File: config.mk
export PLATFORM = sky130hd
export DESIGN_NAME = evaluate_taper_flat
export DESIGN_NICKNAME = d
export VERILOG_FILES = /design/src/rtl/evaluate_taper_pkg.sv /design/src/rtl/evaluate_taper_if.sv /design/src/rtl/evaluate_taper_game_phase.sv /design/src/rtl/evaluate_taper.sv /design/src/flat_wrapper.sv
export SDC_FILE = /design/constraint.sdc
export NUM_CORES = 2
export LEC_CHECK = 0
export ABC_CLOCK_PERIOD_IN_PS = 64700
export CORE_MARGIN = 2
export CORE_UTILIZATION = 40
export CTS_BUF_LIST = sky130_fd_sc_hd__clkbuf_4 sky130_fd_sc_hd__clkbuf_8
export CTS_CLUSTER_DIAMETER = 40
export DETAILED_ROUTE_END_ITERATION = 8
export HOLD_SLACK_MARGIN = 0.08
export PLACE_DENSITY_LB_ADDON = 0.08
export SLEW_MARGIN = 10
export SYNTH_ARGS = -nofsm -noshare
export SYNTH_HDL_FRONTEND = slang
export SYNTH_SLANG_ARGS = --single-unit
File: constraint.sdc
create_clock -name clk -period 64.7 [get_ports clk]
set_clock_uncertainty 0.05 [all_clocks]
set_input_delay 12.94 -clock clk [delete_from_list [all_inputs] [get_ports clk]]
set_output_delay 12.94 -clock clk [all_outputs]
set_load 0.01 [all_outputs]
File: src/rtl/evaluate_taper_pkg.sv
// Shared constants for the tapered evaluation stage: board/piece encoding,
// phase weights and the controller state codes.
package evaluate_taper_pkg;

    localparam int PIECE_WIDTH = 4;
    localparam int NUM_SQUARES = 64;
    localparam int BOARD_WIDTH = NUM_SQUARES * PIECE_WIDTH;

    // Low three bits of a square code give the piece kind; bit 3 is set for black.
    typedef enum logic [2:0] {
        PIECE_EMPTY = 3'd0,
        PIECE_PAWN  = 3'd1,
        PIECE_KNIT  = 3'd2,
        PIECE_BISH  = 3'd3,
        PIECE_ROOK  = 3'd4,
        PIECE_QUEN  = 3'd5,
        PIECE_KING  = 3'd6
    } piece_kind_e;

    localparam int COLOR_BIT = 3;

    localparam int PHASE_KNIT        = 1;
    localparam int PHASE_BISH        = 1;
    localparam int PHASE_ROOK        = 2;
    localparam int PHASE_QUEN        = 4;
    localparam int PHASE_MAX_DEFAULT = 24;

    localparam logic [1:0] ST_IDLE     = 2'd0;
    localparam logic [1:0] ST_WAIT_GEN = 2'd1;
    localparam logic [1:0] ST_BLEND    = 2'd2;
    localparam logic [1:0] ST_DONE     = 2'd3;

    function automatic piece_kind_e square_kind(input logic [PIECE_WIDTH-1:0] code);
        return piece_kind_e'(code[2:0]);
    endfunction

endpackage

File: src/rtl/evaluate_taper_if.sv
// Board/score handshake bundle between evaluate_general, the search
// controller (master side) and evaluate_taper (slave side).
interface evaluate_taper_if
    import evaluate_taper_pkg::*;
#(
    parameter int EVAL_WIDTH = 32
) ();

    logic                         board_valid;
    logic [BOARD_WIDTH-1:0]       board;
    logic                         white_to_move;
    logic                         gen_eval_valid;
    logic signed [EVAL_WIDTH-1:0] gen_eval_mg;
    logic signed [EVAL_WIDTH-1:0] gen_eval_eg;
    logic                         gen_insufficient;
    logic                         gen_clear_eval;
    logic                         clear_eval;
    logic signed [EVAL_WIDTH-1:0] eval;
    logic                         eval_valid;

    modport master (
        output board_valid, board, white_to_move,
        output gen_eval_valid, gen_eval_mg, gen_eval_eg, gen_insufficient,
        output clear_eval,
        input  gen_clear_eval, eval, eval_valid
    );

    modport slave (
        input  board_valid, board, white_to_move,
        input  gen_eval_valid, gen_eval_mg, gen_eval_eg, gen_insufficient,
        input  clear_eval,
        output gen_clear_eval, eval, eval_valid
    );

endinterface

File: src/rtl/evaluate_taper_game_phase.sv
// Game-phase pipeline: per-kind piece popcounts, then weighted sum clamped
// to PHASE_MAX. Two cycles from board to phase_o, no handshake.
module evaluate_taper_game_phase
    import evaluate_taper_pkg::*;
#(
    parameter int PHASE_MAX = PHASE_MAX_DEFAULT,
    parameter int PHASE_W   = $clog2(PHASE_MAX + 1)
) (
    input  logic                   clk,
    input  logic [BOARD_WIDTH-1:0] board_i,
    output logic [PHASE_W-1:0]     phase_o
);

    localparam int CNT_W = $clog2(NUM_SQUARES + 1);

    logic [CNT_W-1:0] knit_d, bish_d, rook_d, quen_d;
    logic [CNT_W-1:0] knit_q, bish_q, rook_q, quen_q;
    logic [31:0]      weighted;
    logic [PHASE_W-1:0] phase_d, phase_q;

    // NOTE: every combinational output gets a default before the loop so no
    // path leaves it unassigned and a latch cannot be inferred.
    always_comb begin
        knit_d = '0;
        bish_d = '0;
        rook_d = '0;
        quen_d = '0;
        for (int sq = 0; sq < NUM_SQUARES; sq++) begin
            case (square_kind(board_i[sq*PIECE_WIDTH +: PIECE_WIDTH]))
                PIECE_KNIT: knit_d = knit_d + CNT_W'(1);
                PIECE_BISH: bish_d = bish_d + CNT_W'(1);
                PIECE_ROOK: rook_d = rook_d + CNT_W'(1);
                PIECE_QUEN: quen_d = quen_d + CNT_W'(1);
                default:    ;
            endcase
        end
    end

    always_comb begin
        weighted = 32'(knit_q) * 32'(PHASE_KNIT)
                 + 32'(bish_q) * 32'(PHASE_BISH)
                 + 32'(rook_q) * 32'(PHASE_ROOK)
                 + 32'(quen_q) * 32'(PHASE_QUEN);
        phase_d  = (weighted > 32'(PHASE_MAX)) ? PHASE_W'(PHASE_MAX) : PHASE_W'(weighted);
    end

    // NOTE: pure datapath registers carry no reset; the controller's
    // phase-valid flag decides when their contents mean anything.
    always_ff @(posedge clk) begin
        knit_q  <= knit_d;
        bish_q  <= bish_d;
        rook_q  <= rook_d;
        quen_q  <= quen_d;
        phase_q <= phase_d;
    end

    assign phase_o = phase_q;

endmodule

File: src/rtl/evaluate_taper.sv
// Tapered evaluation: blends evaluate_general's mg/eg scores by game phase,
// orients to the side to move and hands one result per board to the search.
module evaluate_taper
    import evaluate_taper_pkg::*;
#(
    parameter int EVAL_WIDTH = 32,
    parameter int PHASE_MAX  = PHASE_MAX_DEFAULT
) (
    input  logic              clk,
    input  logic              reset,
    evaluate_taper_if.slave   bus
);

    localparam int SUM_W   = EVAL_WIDTH + 6;
    localparam int PHASE_W = $clog2(PHASE_MAX + 1);

    localparam logic signed [SUM_W-1:0]      PHASE_MAX_S = SUM_W'(PHASE_MAX);
    localparam logic signed [EVAL_WIDTH-1:0] EVAL_MAX    = {1'b0, {(EVAL_WIDTH-1){1'b1}}};
    localparam logic signed [EVAL_WIDTH-1:0] EVAL_MIN    = {1'b1, {(EVAL_WIDTH-1){1'b0}}};

    logic [1:0] state_q, state_d;
    logic       board_valid_q;
    logic       board_rise;
    logic       gen_accept;

    logic [BOARD_WIDTH-1:0] board_q;
    logic                   wtm_q;

    logic signed [EVAL_WIDTH-1:0] mg_q, eg_q;
    logic                         insuf_q;

    logic [PHASE_W-1:0] phase;
    logic [1:0]         phase_cnt_q;
    logic               phase_valid;

    logic [1:0] blend_cnt_q;
    logic       blend_step;

    logic signed [SUM_W-1:0]      mg_ext, eg_ext, ph_ext, sum_d, sum_q;
    logic signed [EVAL_WIDTH-1:0] quot_d, quot_q, neg_q, eval_d, eval_q;
    logic                         gen_clear_q;

    evaluate_taper_game_phase #(
        .PHASE_MAX (PHASE_MAX),
        .PHASE_W   (PHASE_W)
    ) u_game_phase (
        .clk     (clk),
        .board_i (board_q),
        .phase_o (phase)
    );

    assign board_rise  = bus.board_valid & ~board_valid_q;
    assign gen_accept  = (state_q == ST_WAIT_GEN) && bus.gen_eval_valid;
    assign phase_valid = (phase_cnt_q == 2'd2);
    // BLEND only advances once the phase pipeline has caught up with the board.
    assign blend_step  = (state_q == ST_BLEND) && phase_valid;

    always_comb begin
        state_d = state_q;
        case (state_q)
            ST_IDLE:     if (board_rise)                          state_d = ST_WAIT_GEN;
            ST_WAIT_GEN: if (bus.gen_eval_valid)                  state_d = ST_BLEND;
            ST_BLEND:    if (blend_step && blend_cnt_q == 2'd2)   state_d = ST_DONE;
            ST_DONE:     if (bus.clear_eval)                      state_d = ST_IDLE;
            default:                                              state_d = ST_IDLE;
        endcase
    end

    always_comb begin
        mg_ext = SUM_W'(mg_q);
        eg_ext = SUM_W'(eg_q);
        ph_ext = SUM_W'({1'b0, phase});
        sum_d  = mg_ext * ph_ext + eg_ext * (PHASE_MAX_S - ph_ext);
        // Signed division truncates toward zero; |sum/PHASE_MAX| fits EVAL_WIDTH.
        quot_d = EVAL_WIDTH'(sum_q / PHASE_MAX_S);
        // Only the most negative quotient can overflow when negated.
        neg_q  = (quot_q == EVAL_MIN) ? EVAL_MAX : -quot_q;
        if (insuf_q)
            eval_d = '0;
        else
            eval_d = wtm_q ? quot_q : neg_q;
    end

    // NOTE: sequential state is assigned with <= only, so every register
    // samples the pre-edge value of every other register.
    always_ff @(posedge clk) begin
        if (reset) begin
            state_q       <= ST_IDLE;
            board_valid_q <= 1'b0;
            phase_cnt_q   <= '0;
            blend_cnt_q   <= '0;
            gen_clear_q   <= 1'b0;
            eval_q        <= '0;
        end else begin
            state_q       <= state_d;
            board_valid_q <= bus.board_valid;
            gen_clear_q   <= gen_accept;

            if (state_q == ST_IDLE)
                phase_cnt_q <= '0;
            else if (!phase_valid)
                phase_cnt_q <= phase_cnt_q + 2'd1;

            if (gen_accept)
                blend_cnt_q <= '0;
            else if (blend_step)
                blend_cnt_q <= (blend_cnt_q == 2'd2) ? 2'd0 : blend_cnt_q + 2'd1;

            if (blend_step && blend_cnt_q == 2'd2)
                eval_q <= eval_d;
        end
    end

    always_ff @(posedge clk) begin
        if (state_q == ST_IDLE && board_rise) begin
            board_q <= bus.board;
            wtm_q   <= bus.white_to_move;
        end
        if (gen_accept) begin
            mg_q    <= bus.gen_eval_mg;
            eg_q    <= bus.gen_eval_eg;
            insuf_q <= bus.gen_insufficient;
        end
        if (blend_step && blend_cnt_q == 2'd0)
            sum_q <= sum_d;
        if (blend_step && blend_cnt_q == 2'd1)
            quot_q <= quot_d;
    end

    assign bus.gen_clear_eval = gen_clear_q;
    assign bus.eval           = eval_q;
    assign bus.eval_valid     = (state_q == ST_DONE);

endmodule
File: src/flat_wrapper.sv
// flat-port wrapper written by rule: the top's interface ports become plain ports
module evaluate_taper_flat import evaluate_taper_pkg::*;
#(
    parameter int EVAL_WIDTH = 32,
    parameter int PHASE_MAX  = PHASE_MAX_DEFAULT
)
  (clk, reset, bus_board_valid, bus_board, bus_white_to_move, bus_gen_eval_valid, bus_gen_eval_mg, bus_gen_eval_eg, bus_gen_insufficient, bus_clear_eval, bus_gen_clear_eval, bus_eval, bus_eval_valid);
  evaluate_taper_if #(.EVAL_WIDTH(EVAL_WIDTH)) bus_i ();
  input  logic clk;
  input  logic reset;
  input wire logic [$bits(bus_i.board_valid)-1:0] bus_board_valid;
  input wire logic [$bits(bus_i.board)-1:0] bus_board;
  input wire logic [$bits(bus_i.white_to_move)-1:0] bus_white_to_move;
  input wire logic [$bits(bus_i.gen_eval_valid)-1:0] bus_gen_eval_valid;
  input wire logic [$bits(bus_i.gen_eval_mg)-1:0] bus_gen_eval_mg;
  input wire logic [$bits(bus_i.gen_eval_eg)-1:0] bus_gen_eval_eg;
  input wire logic [$bits(bus_i.gen_insufficient)-1:0] bus_gen_insufficient;
  input wire logic [$bits(bus_i.clear_eval)-1:0] bus_clear_eval;
  output wire logic [$bits(bus_i.gen_clear_eval)-1:0] bus_gen_clear_eval;
  output wire logic [$bits(bus_i.eval)-1:0] bus_eval;
  output wire logic [$bits(bus_i.eval_valid)-1:0] bus_eval_valid;
  assign bus_i.board_valid = bus_board_valid;
  assign bus_i.board = bus_board;
  assign bus_i.white_to_move = bus_white_to_move;
  assign bus_i.gen_eval_valid = bus_gen_eval_valid;
  assign bus_i.gen_eval_mg = bus_gen_eval_mg;
  assign bus_i.gen_eval_eg = bus_gen_eval_eg;
  assign bus_i.gen_insufficient = bus_gen_insufficient;
  assign bus_i.clear_eval = bus_clear_eval;
  assign bus_gen_clear_eval = bus_i.gen_clear_eval;
  assign bus_eval = bus_i.eval;
  assign bus_eval_valid = bus_i.eval_valid;
  evaluate_taper #(.EVAL_WIDTH(EVAL_WIDTH), .PHASE_MAX(PHASE_MAX)) u_core (.clk(clk), .reset(reset), .bus(bus_i));
endmodule
==> run_results.csv <==
group,metric,value,unit
cts,insertion_delay,0.85,ns
run,cap_violations,0,
timing,max_freq,0.0239,GHz
logic_synthesis,ys_types,141,
timing,finalHoldViolCount,0,
min_path,min_from,"u_core.bus.eval[0]",
detailed_routing,ant_nets,0,
worst_setup_path,critical-path-max-stage-delay,0.62,ns
cts,cts-htree-levels,3,
detailed_routing,drc,0,
placed_design,hpwl,166000,µm
grt,grt_pass1_wl,320000,µm
logic_synthesis,netlist_area,0.0697,mm²
grt,antenna_found_initial,16,
grt,grt-ovfl-total,0,
logic_synthesis,ys_seq_area_share,16.2,%
timing,finalMaxSlewViolations,0,
timing,worstMarginPinSlew,1.18,ns
grt,grt_start_max_net_pins,70,
die,io_pins,361,
grt,grt_pass1_vias,58469,
worst_setup_path,crit_arrival,42.60,ns
worst_setup_path,start_kind,"flip-flop",
die,dieArea,0.178,mm²
min_path,holdPathStages,2,
timing,slew_headroom,20.6,%
detailed_routing,vias,60565,
cts,cts_buffers,92,
logic_synthesis,synth_top_family_by_area,"simple AND/OR/NAND/NOR gates",
worst_setup_path,r2r_cells,203,
logic_synthesis,ys_ff_latch,401,
die,coreArea,0.174,mm²
logic_synthesis,synth_xor_area_share,21.9,%
logic_synthesis,syn_inst,8315,
cts,cts_setup_buffers,0,
worst_setup_path,worstSetupPathType,"flip-flop to flip-flop",
timing,tns,0,ns
worst_setup_path,end_kind,"flip-flop",
cts,hold_buffers,0,
placed_design,portBuffers,296,
cts,cts-resized-gates,0,
logic_synthesis,synth_mux_area_share,2.10,%
detailed_routing,via_per_inst,5.53,
timing,rsz0062_at_grt,"false",
logic_synthesis,synth_edf_count,328,
finish,syn2layout_area_growth,10.8,%
grt,grt_use_total,22.1,%
timing,finalCriticalPeriod,41.93,ns
die,dieWidth,422,µm
min_path,hold_end,"u_core.bus.eval[0]",
detailed_routing,wl_per_cell,18.4,µm
timing,setup-violations-final,0,
placed_design,place_congestion,0.901,
detailed_routing,drtIter0Drc,3788,
cts,cts.sinks,401,
logic_synthesis,ys.warnings.count,0,
finish,drive_above_1_share,7.25,%
worst_setup_path,crit_required,65.38,ns
detailed_routing,routed_wl,201000,µm
detailed_routing,firstDrtPassIters,5,
cts,ctsRootBufferMaster,"clkbuf_8",
timing,min_period_over_period,64.8,%
worst_setup_path,reg2reg_from,"u_core.board_q[2]",
die,num_rows,153,
finish,fin_nets,9559,
logic_synthesis,synth-compound-area-share,14.5,%
worst_setup_path,cp_max_fo,6,
logic_synthesis,synthSimpleGateAreaFrac,25.0,%
finish,final_common_cell,"nand2_1",
finish,fillers,17287,
finish,final_util,44.5,%
logic_synthesis,syn_nets,9337,
worst_setup_path,timing.rr.end,"u_core.u_game_phase.knit_q[6]",
logic_synthesis,synth-adder-area-share,16.0,%
finish,mostFrequentLayoutCells,"nand2_1 (927), xnor2_1 (925), nor2_1 (623), inv_1 (546), ha_1 (388)",
worst_setup_path,r2r_slack,22.77,ns
logic_synthesis,synthFlopType,"edfxtp_1",
die,die_h,422,µm
cts,max-clock-path-buffers,3,
cts,cts_tree,"done",
die,start_util,40.2,%
outcome,outcome,"finished clean",
min_path,hp-class,"flip-flop to flip-flop",
worst_setup_path,worst_path_max_delay_cell,"or4b_2",
logic_synthesis,avgSynthCellArea,8.39,µm²
logic_synthesis,synthArstFlopShare,0,%
cts,clk_pin_slew,0.06,ns
worst_setup_path,path_common_cell,"ha_1",
[cells in the mapped netlist (65+ instances only)]
cell | count | area (µm²)
a211oi_1 | 66 | 495
a21oi_1 | 366 | 1830
a31oi_1 | 93 | 582
and2_1 | 253 | 1580
and3_1 | 65 | 407
and3b_1 | 108 | 946
clkbuf_1 | 182 | 683
dfxtp_1 | 73 | 1460
edfxtp_1 | 328 | 9850
fa_1 | 307 | 6150
ha_1 | 388 | 4850
inv_1 | 546 | 2050
mux2i_1 | 83 | 831
nand2_1 | 927 | 3480
nand3_1 | 243 | 1220
nand3b_1 | 108 | 811
nand4_1 | 96 | 601
nor2_1 | 624 | 2340
nor3_1 | 198 | 991
nor3b_1 | 149 | 1120
o21ai_0 | 275 | 1380
o22ai_1 | 72 | 450
or2_2 | 67 | 419
or3_1 | 78 | 488
xnor2_1 | 927 | 8120
xor2_1 | 380 | 3330
[area by class of cell]
type	instances	area, µm²	share of cell area (%)
antenna	7	17.5	0.0227
clock buffer	114	1460	1.89
timing repair buffer	360	3440	4.46
inverter	549	2070	2.67
sequential	401	11300	14.6
clock inverter	55	642	0.831
tap	2325	2910	3.77
multi-input combinational	7133	55400	71.7
[kinds of logic (layout without fill, tap and decap cells)]
logic type | Yosys count | in the layout
AOI/OAI and AO/OA | 1505 | 1505
xor gates and xnor gates | 1491 | 1491
adders and majority gates | 709 | 709
buffers and inverters | 781 | 1078
DFF | 401 | 401
muxes | 138 | 138
other | 0 | 7
and+or+nand+nor | 3290 | 3290
[layer usage]
metal	vias to the layer above	global-route usage, %	share of wire, %
met1	29108	30.3	47
met2	1290	37.1	46
li1	29948	-	-
met4	0	5.68	2.5
met3	219	2.38	3.9
met5	-	0	0
[state kept, by name, summed over array words and instances (netlist names), 2 cells and up]
name,flops
u_core.u_game_phase.rook_q,7
u_core.u_game_phase.knit_q,7
u_core.bus.eval,32
u_core.u_game_phase.phase_o,5
u_core.eg_q,32
u_core.sum_q,38
u_core.board_q,192
u_core.state_q,2
u_core.blend_cnt_q,2
u_core.phase_cnt_q,2
u_core.u_game_phase.quen_q,7
u_core.mg_q,32
u_core.u_game_phase.bish_q,7
u_core.quot_q,32
[per-stage QoR]
step | hold slack (ns) | std cells | instance area (µm²) | worst slack (ns)
floorplan | 0.426 | 8315 | 69700 | 26.95
global placement | 0.416 | 10768 | 75100 | 23.80
global route | 0.441 | 10941 | 77200 | 19.53
finish | 0.421 | 10944 | 77300 | 22.77
CTS | 0.421 | 10937 | 77200 | 23.02
detailed placement | 0.415 | 10768 | 75100 | 23.20
[worst max-delay path by stage]
stage	startpoint	end	slack (ns)	depth (start not counted)
2_1_floorplan	u_core.board_q[0]	u_core.u_game_phase.rook_q[6]	26.95	193
3_3_place_gp	u_core.board_q[0]	u_core.u_game_phase.rook_q[6]	23.80	193
3_5_place_dp	u_core.board_q[2]	u_core.u_game_phase.knit_q[6]	23.20	203
4_1_cts	u_core.board_q[0]	u_core.u_game_phase.rook_q[6]	23.02	193
5_1_grt	u_core.board_q[6]	u_core.u_game_phase.knit_q[6]	19.53	203
6_report	u_core.board_q[2]	u_core.u_game_phase.knit_q[6]	22.77	203
[critical path, delay by kind of cell (launching register included)]
family,cells,cell delay (ns)
compound gates,48,8.70
buf+inv,11,0.87
simple gates,68,9.16
mux,11,2.72
xor+xnor,3,0.78
flops,1,0.41
fa+ha+maj,62,19.07
Power is left out: the tool's default activity adds up to more than one toggle a clock period on the data nets, which glitch-free logic cannot reach.
